## config.mk

```make
export PLATFORM = sky130hd
export DESIGN_NAME = noc_interface
export DESIGN_NICKNAME = d
export VERILOG_FILES = /design/src/rtl/noc_interface.sv
export SDC_FILE = /design/constraint.sdc
export NUM_CORES = 2
export LEC_CHECK = 0
export BUFFER_PORTS_ARGS = -buffer_cell sky130_fd_sc_hd__buf_2
export CORE_MARGIN = 2
export CORE_UTILIZATION = 62
export DETAILED_ROUTE_END_ITERATION = 10
export PLACE_DENSITY = 0.83
export SYNTH_ARGS = -nofsm -noshare
export SYNTH_HDL_FRONTEND = slang
export SYNTH_SLANG_ARGS = --single-unit
```

## constraint.sdc

```tcl
create_clock -name clk -period 11.6 [get_ports clk]
set_input_delay 1.16 -clock clk [delete_from_list [all_inputs] [get_ports clk]]
set_output_delay 1.16 -clock clk [all_outputs]
set_load 0.05 [all_outputs]
```

## src/rtl/noc_interface.sv

```systemverilog
// rtl/noc_interface.sv - CPU-to-NoC network interface with TX/RX flit FIFOs
//
// noc_if_fifo: circular flit FIFO with occupancy count
//    clk, rst_n      clock, synchronous active-low reset
//    push, wdata     write request and flit
//    pop             read request (ignored while empty)
//    head            flit at the read pointer
//    count           occupancy, 0..DEPTH
//    full, empty     occupancy flags
//
// noc_interface: CPU MMIO port <-> router port
//    clk, rst_n                  clock, synchronous active-low reset
//    addr_cpu, data_out_cpu      CPU address and write data
//    write_en_cpu, read_en_cpu   single-cycle CPU access strobes
//    data_in_cpu                 CPU read data (combinational)
//    tx_valid, tx_data, tx_ready router-bound flit handshake
//    rx_valid, rx_data, rx_ready router-sourced flit handshake
//    irq                         RX occupancy threshold interrupt

module noc_if_fifo #(
   parameter int W     = 64,
   parameter int DEPTH = 16
) (
   input  logic                       clk,
   input  logic                       rst_n,
   input  logic                       push,
   input  logic                       pop,
   input  logic [W-1:0]               wdata,
   output logic [W-1:0]               head,
   output logic [$clog2(DEPTH):0]     count,
   output logic                       full,
   output logic                       empty
);
   localparam int AW = $clog2(DEPTH);
   localparam int CW = AW + 1;
   localparam logic [CW-1:0] FULL_CNT = CW'(DEPTH);

   logic [W-1:0]  mem [DEPTH];
   logic [AW-1:0] rd_ptr;
   logic [AW-1:0] wr_ptr;
   logic          do_pop;
   logic          do_push;

   assign full  = (count == FULL_CNT);
   assign empty = (count == '0);
   assign head  = mem[rd_ptr];

   // A push into a full FIFO is still taken when the head leaves in the
   // same cycle, so the slot being freed is reused immediately.
   assign do_pop  = pop && !empty;
   assign do_push = push && (!full || do_pop);

   always_ff @(posedge clk) begin
      if (!rst_n) begin
         rd_ptr <= '0;
         wr_ptr <= '0;
         count  <= '0;
      end else begin
         if (do_push) wr_ptr <= wr_ptr + AW'(1);
         if (do_pop)  rd_ptr <= rd_ptr + AW'(1);
         case ({do_push, do_pop})
            2'b10:   count <= count + CW'(1);
            2'b01:   count <= count - CW'(1);
            default: count <= count;
         endcase
      end
   end

   always_ff @(posedge clk) begin
      if (rst_n && do_push) mem[wr_ptr] <= wdata;
   end
endmodule

module noc_interface #(
   parameter int                DATA_W    = 32,
   parameter int                DEPTH     = 16,
   parameter logic [DATA_W-1:0] CTRL_ADDR = 32'hFFFF_FFFC
) (
   input  logic                  clk,
   input  logic                  rst_n,
   input  logic [DATA_W-1:0]     addr_cpu,
   input  logic [DATA_W-1:0]     data_out_cpu,
   output logic [DATA_W-1:0]     data_in_cpu,
   input  logic                  read_en_cpu,
   input  logic                  write_en_cpu,
   output logic                  tx_valid,
   output logic [2*DATA_W-1:0]   tx_data,
   input  logic                  tx_ready,
   input  logic                  rx_valid,
   input  logic [2*DATA_W-1:0]   rx_data,
   output logic                  rx_ready,
   output logic                  irq
);
   localparam int FW = 2 * DATA_W;
   localparam int CW = $clog2(DEPTH) + 1;

   logic [FW-1:0]     tx_head;
   logic [FW-1:0]     rx_head;
   logic [CW-1:0]     tx_count;
   logic [CW-1:0]     rx_count;
   logic              tx_full, tx_empty, rx_full, rx_empty;
   logic              tx_push, tx_pop, rx_push, rx_pop;

   logic [7:0]        thr;
   logic              rx_ovf, tx_ovf, rx_udf;
   logic [DATA_W-1:0] data_reg;

   logic              is_ctrl;
   logic              ctrl_wr;
   logic              flag_clr;
   logic              rd_head;
   logic              tx_ovf_evt, rx_ovf_evt, rx_udf_evt;
   logic [31:0]       status;
   logic [31:0]       ctrl_val;

   assign is_ctrl  = (addr_cpu == CTRL_ADDR);
   assign ctrl_wr  = write_en_cpu && is_ctrl;
   assign flag_clr = ctrl_wr && data_out_cpu[0];
   assign rd_head  = read_en_cpu && (addr_cpu == DATA_W'(0));

   assign tx_push = write_en_cpu && !is_ctrl;
   assign tx_pop  = tx_valid && tx_ready;
   assign rx_push = rx_valid && rx_ready;
   assign rx_pop  = rd_head && !rx_empty;

   assign tx_ovf_evt = tx_push && tx_full && !tx_pop;
   assign rx_ovf_evt = rx_valid && rx_full;
   assign rx_udf_evt = rd_head && rx_empty;

   noc_if_fifo #(.W(FW), .DEPTH(DEPTH)) u_tx_fifo (
      .clk   (clk),
      .rst_n (rst_n),
      .push  ({tx_push}),
      .pop   (tx_pop),
      .wdata ({addr_cpu, data_out_cpu}),
      .head  (tx_head),
      .count (tx_count),
      .full  (tx_full),
      .empty (tx_empty)
   );

   noc_if_fifo #(.W(FW), .DEPTH(DEPTH)) u_rx_fifo (
      .clk   (clk),
      .rst_n (rst_n),
      .push  (rx_push),
      .pop   (rx_pop),
      .wdata (rx_data),
      .head  (rx_head),
      .count (rx_count),
      .full  (rx_full),
      .empty (rx_empty)
   );

   assign tx_valid = !tx_empty;
   // Head storage is not reset, so the flit is masked while nothing is queued.
   assign tx_data  = tx_empty ? '0 : tx_head;
   assign rx_ready = !rx_full;
   assign irq      = (thr != 8'd0) && (8'(rx_count) >= thr);

   // Setting an error outranks a clear arriving in the same cycle.
   always_ff @(posedge clk) begin
      if (!rst_n) begin
         thr      <= '0;
         rx_ovf   <= 1'b0;
         tx_ovf   <= 1'b0;
         rx_udf   <= 1'b0;
         data_reg <= '0;
      end else begin
         if (ctrl_wr) thr <= data_out_cpu[15:8];
         rx_ovf <= (rx_ovf && !flag_clr) || rx_ovf_evt;
         tx_ovf <= (tx_ovf && !flag_clr) || tx_ovf_evt;
         rx_udf <= (rx_udf && !flag_clr) || rx_udf_evt;
         if (rx_pop) data_reg <= rx_head[DATA_W-1:0];
      end
   end

   assign status = {8'h00, 8'(tx_count), 8'(rx_count), 1'b0, rx_udf, tx_ovf,
                    rx_ovf, tx_full, tx_empty, rx_full, rx_empty};
   assign ctrl_val = {16'h0000, thr, 8'h00};

   always_comb begin
      data_in_cpu = '0;
      if (read_en_cpu) begin
         if (addr_cpu == DATA_W'(0)) begin
            if (!rx_empty) data_in_cpu = rx_head[FW-1:DATA_W];
         end else if (addr_cpu == DATA_W'(1)) begin
            data_in_cpu = data_reg;
         end else if (addr_cpu == DATA_W'(2)) begin
            data_in_cpu = DATA_W'(status);
         end else if (is_ctrl) begin
            data_in_cpu = DATA_W'(ctrl_val);
         end
      end
   end
endmodule

```

==> metrics.cfg <==
[die]
core_area_um2 = 131000
initial_utilization_pct = 62.4
chipWidth_um = 368
rows = 133
die-area_um2 = 135000
io_pins = 233
die_height_um = 368

[clock_tree]
path_clk_slew_ns = 0.06
ctsResizeCount = 0
clk_path_buf_depth = 3
clock_sinks = 2125
cts-hold-fix-buffers = 0
htree_levels = 4
cts_buffers = 197
root_buffer = clkbuf_16
cts_tree = built
cts_setup_buffers = 0
worstSkewPairLatency_ns = 0.82

[global_routing]
grt_max_degree = 193
antenna_found_initial = 33
met1_usage_pct = 39.2
gr-total-overflow = 0
grt_use_total_pct = 30.1
grt_busiest_layer = met2
grtUsageMet3_pct = 6.34
grt_pass1_vias = 42100
grt_first_pass_wirelength_mm = 291
use_met2_pct = 50.3

[timing]
setup_viol = 0
fin_tns_setup_ns = 0
finalCriticalPeriod_ns = 6.50
tightest_slew_ns = 1.22
hold_viol_final = 0
rsz0062_at_grt = false
maxSlewViolCount = 0
skew_ns = 0.0316
max_slew_margin_pct = 18.5
setup_slack_ns = 5.10
max_freq_mhz = 154
post-route-period-util_pct = 56.0

[pwr]
p_switching_mw = 4.50
p_clk_share_pct = 36.2
power_frac_seq_pct = 48.9
power_frac_comb_pct = 14.9
power.density_nw_per_um2 = 192
intPower_mw = 13.0
netSwitchingFraction_pct = 25.7
p_leak_nw = 28.4
irDropWorstVdd_mv = 0.196

[logic_synthesis]
synth_top_flop_cell = edfxtp_1
synthTopCellsByArea = edfxtp_1 75%, mux4_2 15%, dfxtp_1 1.9%
synth.most_common_cell = edfxtp_1
synth.avg_cell_area_um2 = 21.7
synth_cell_types = 53
synth_top_cell_by_area = edfxtp_1
ys_warn_count = 0
synthTopCellsByCount = 2048 x edfxtp_1, 544 x mux4_2, 178 x nand2_1, 110 x clkbuf_1, 92 x and2_1
synth_nets = 3922
synthCells = 3767
synth_edf_count = 2048
synth.yosys.seq_area_share_pct = 76.9
async_flop_share_pct = 0
syn-cell-area_um2 = 81900
synth-seq-cells = 2125
synth.top_cell.area_share_pct = 75.1

[setup_path]
crit_fanout = 78
reg2reg_depth = 6
startpoint = addr_cpu[24]
worst_setup_path_start_kind = primary input
critPathCaptureType = primary output
arrival_ns = 5.34
r2r_setup_slack_ns = 6.75
required_ns = 10.44
rr_endpoint = data_reg[23]
crit_type = primary input to primary output
crit_path_end = data_in_cpu[30]

[placement]
dp.final_hpwl_mm = 99.4
dp_cells = 5622
place_congestion = 0.853
dp_worst_setup_slack_ns = 5.33
placedInstanceArea_um2 = 85100
portBuffers = 232

[worst_hold_path]
min_path_type = flip-flop to flip-flop

[outcome]
status = complete, no violations

[layout]
fin_area_um2 = 91400
layout.cells.non_filler = 5996
drive_gt1_share_pct = 27.9
fin_nets = 4221
syn2layout_area_growth_pct = 11.6
fill_cells = 7374
layout.core_utilization_pct = 69.6

[detailed_routing]
ant_nets = 0
drtPass1Iterations = 7
drc = 0
initialDrtViolationCount = 5902
vias = 41400
vias_per_cell = 6.90
wl_per_cell_um = 33.7
totalWireLength_mm = 202

[job]
max-cap-violations = 0

## placed cells by master (no fill, tap or decap), types with 8 or more instances in the layout
cell type	count
o22ai_1	19
clkinv_2	24
ha_1	21
mux2i_1	89
bufinv_16	14
clkbuf_8	14
and2_1	92
nand2b_1	8
nand4_1	13
xnor2_1	10
o21ai_0	47
a31oi_1	33
a21oi_1	53
nand3_1	21
o211ai_1	30
clkbuf_16	202
buf_2	232
inv_1	21
a22o_1	12
nor2b_1	16
diode_2	12
nor4_1	12
edfxtp_1	2048
a211oi_1	16
clkinv_1	36
nor2_4	16
dfxtp_4	8
nor3_2	12
dfxtp_1	69
clkbuf_1	56
mux4_2	544
a22oi_1	43
a21boi_0	14
nor2_1	9
nand2_1	178
a21o_1	28
buf_4	83
## how the worst min path moves through the flow
stage,startpoint,end,cells after the start
floorplan,rx_ovf,rx_ovf,2
global placement,u_rx_fifo.rd_ptr[3],flip-flop,2
detailed placement,rx_ovf,rx_ovf,2
CTS,rx_ovf,rx_ovf,2
global route,rx_ovf,rx_ovf,2
finish,rx_ovf,rx_ovf,2
## stage by stage
step	hold slack (ns)	power (mW)
2_1_floorplan	0.446	10.7
3_3_place_gp	0.454	11.3
3_5_place_dp	0.461	11.3
4_1_cts	0.469	17.6
5_1_grt	0.494	18.0
6_report	0.476	17.5
## routing by layer
metal  wire length, um  vias up
li1                  -    16400
met1             69600    21600
met2            103000     2893
met3             20700      501
met4              8200       26
met5               161        -
## worst max-delay path, cell delays in order
cell and delay (ns):
buf_2 0.19, nor4_1 0.72, nand4_1 0.24, nor2_2 0.65, nand3_1 0.59, inv_2 0.34, buf_4 0.79, a22o_1 0.32
buf_2 0.28
## final cells by class
| cell class | count | area, um^2 | share of cell area [%] |
|---|---|---|---|
| Clock inverter | 90 | 855 | 0.935 |
| Timing Repair Buffer | 317 | 1820 | 2.00 |
| Clock buffer | 272 | 5460 | 5.97 |
| Sequential cell | 2125 | 63100 | 69.0 |
| Antenna cell | 12 | 30.0 | 0.0328 |
| Inverter | 24 | 92.6 | 0.101 |
| Multi-Input combinational cell | 1401 | 17900 | 19.6 |
| Tap cell | 1755 | 2200 | 2.40 |
## cell families (layout without fill, tap and decap cells)
kind of cell | Yosys count | count (layout) | share of synthesized area, %
buf+inv | 241 | 703 | 1.45
other cells | 0 | 12 | 0
flops | 2125 | 2125 | 76.9
xor+xnor | 16 | 16 | 0.171
simple gates | 414 | 414 | 2.51
mux | 633 | 633 | 16.0
fa+ha+maj | 21 | 21 | 0.321
compound gates | 317 | 317 | 2.56
## power by group through the flow
stage / sequential (mW) / combinational, mW / clock [mW]
after detailed placement: 8.74 / 2.59 / 0
final: 8.58 / 2.61 / 6.36
after CTS: 8.58 / 2.63 / 6.40
after global routing: 8.59 / 2.74 / 6.67
after floorplan: 8.68 / 1.99 / 0
after global placement: 8.73 / 2.55 / 0
(Power assumes the default switching activity.)
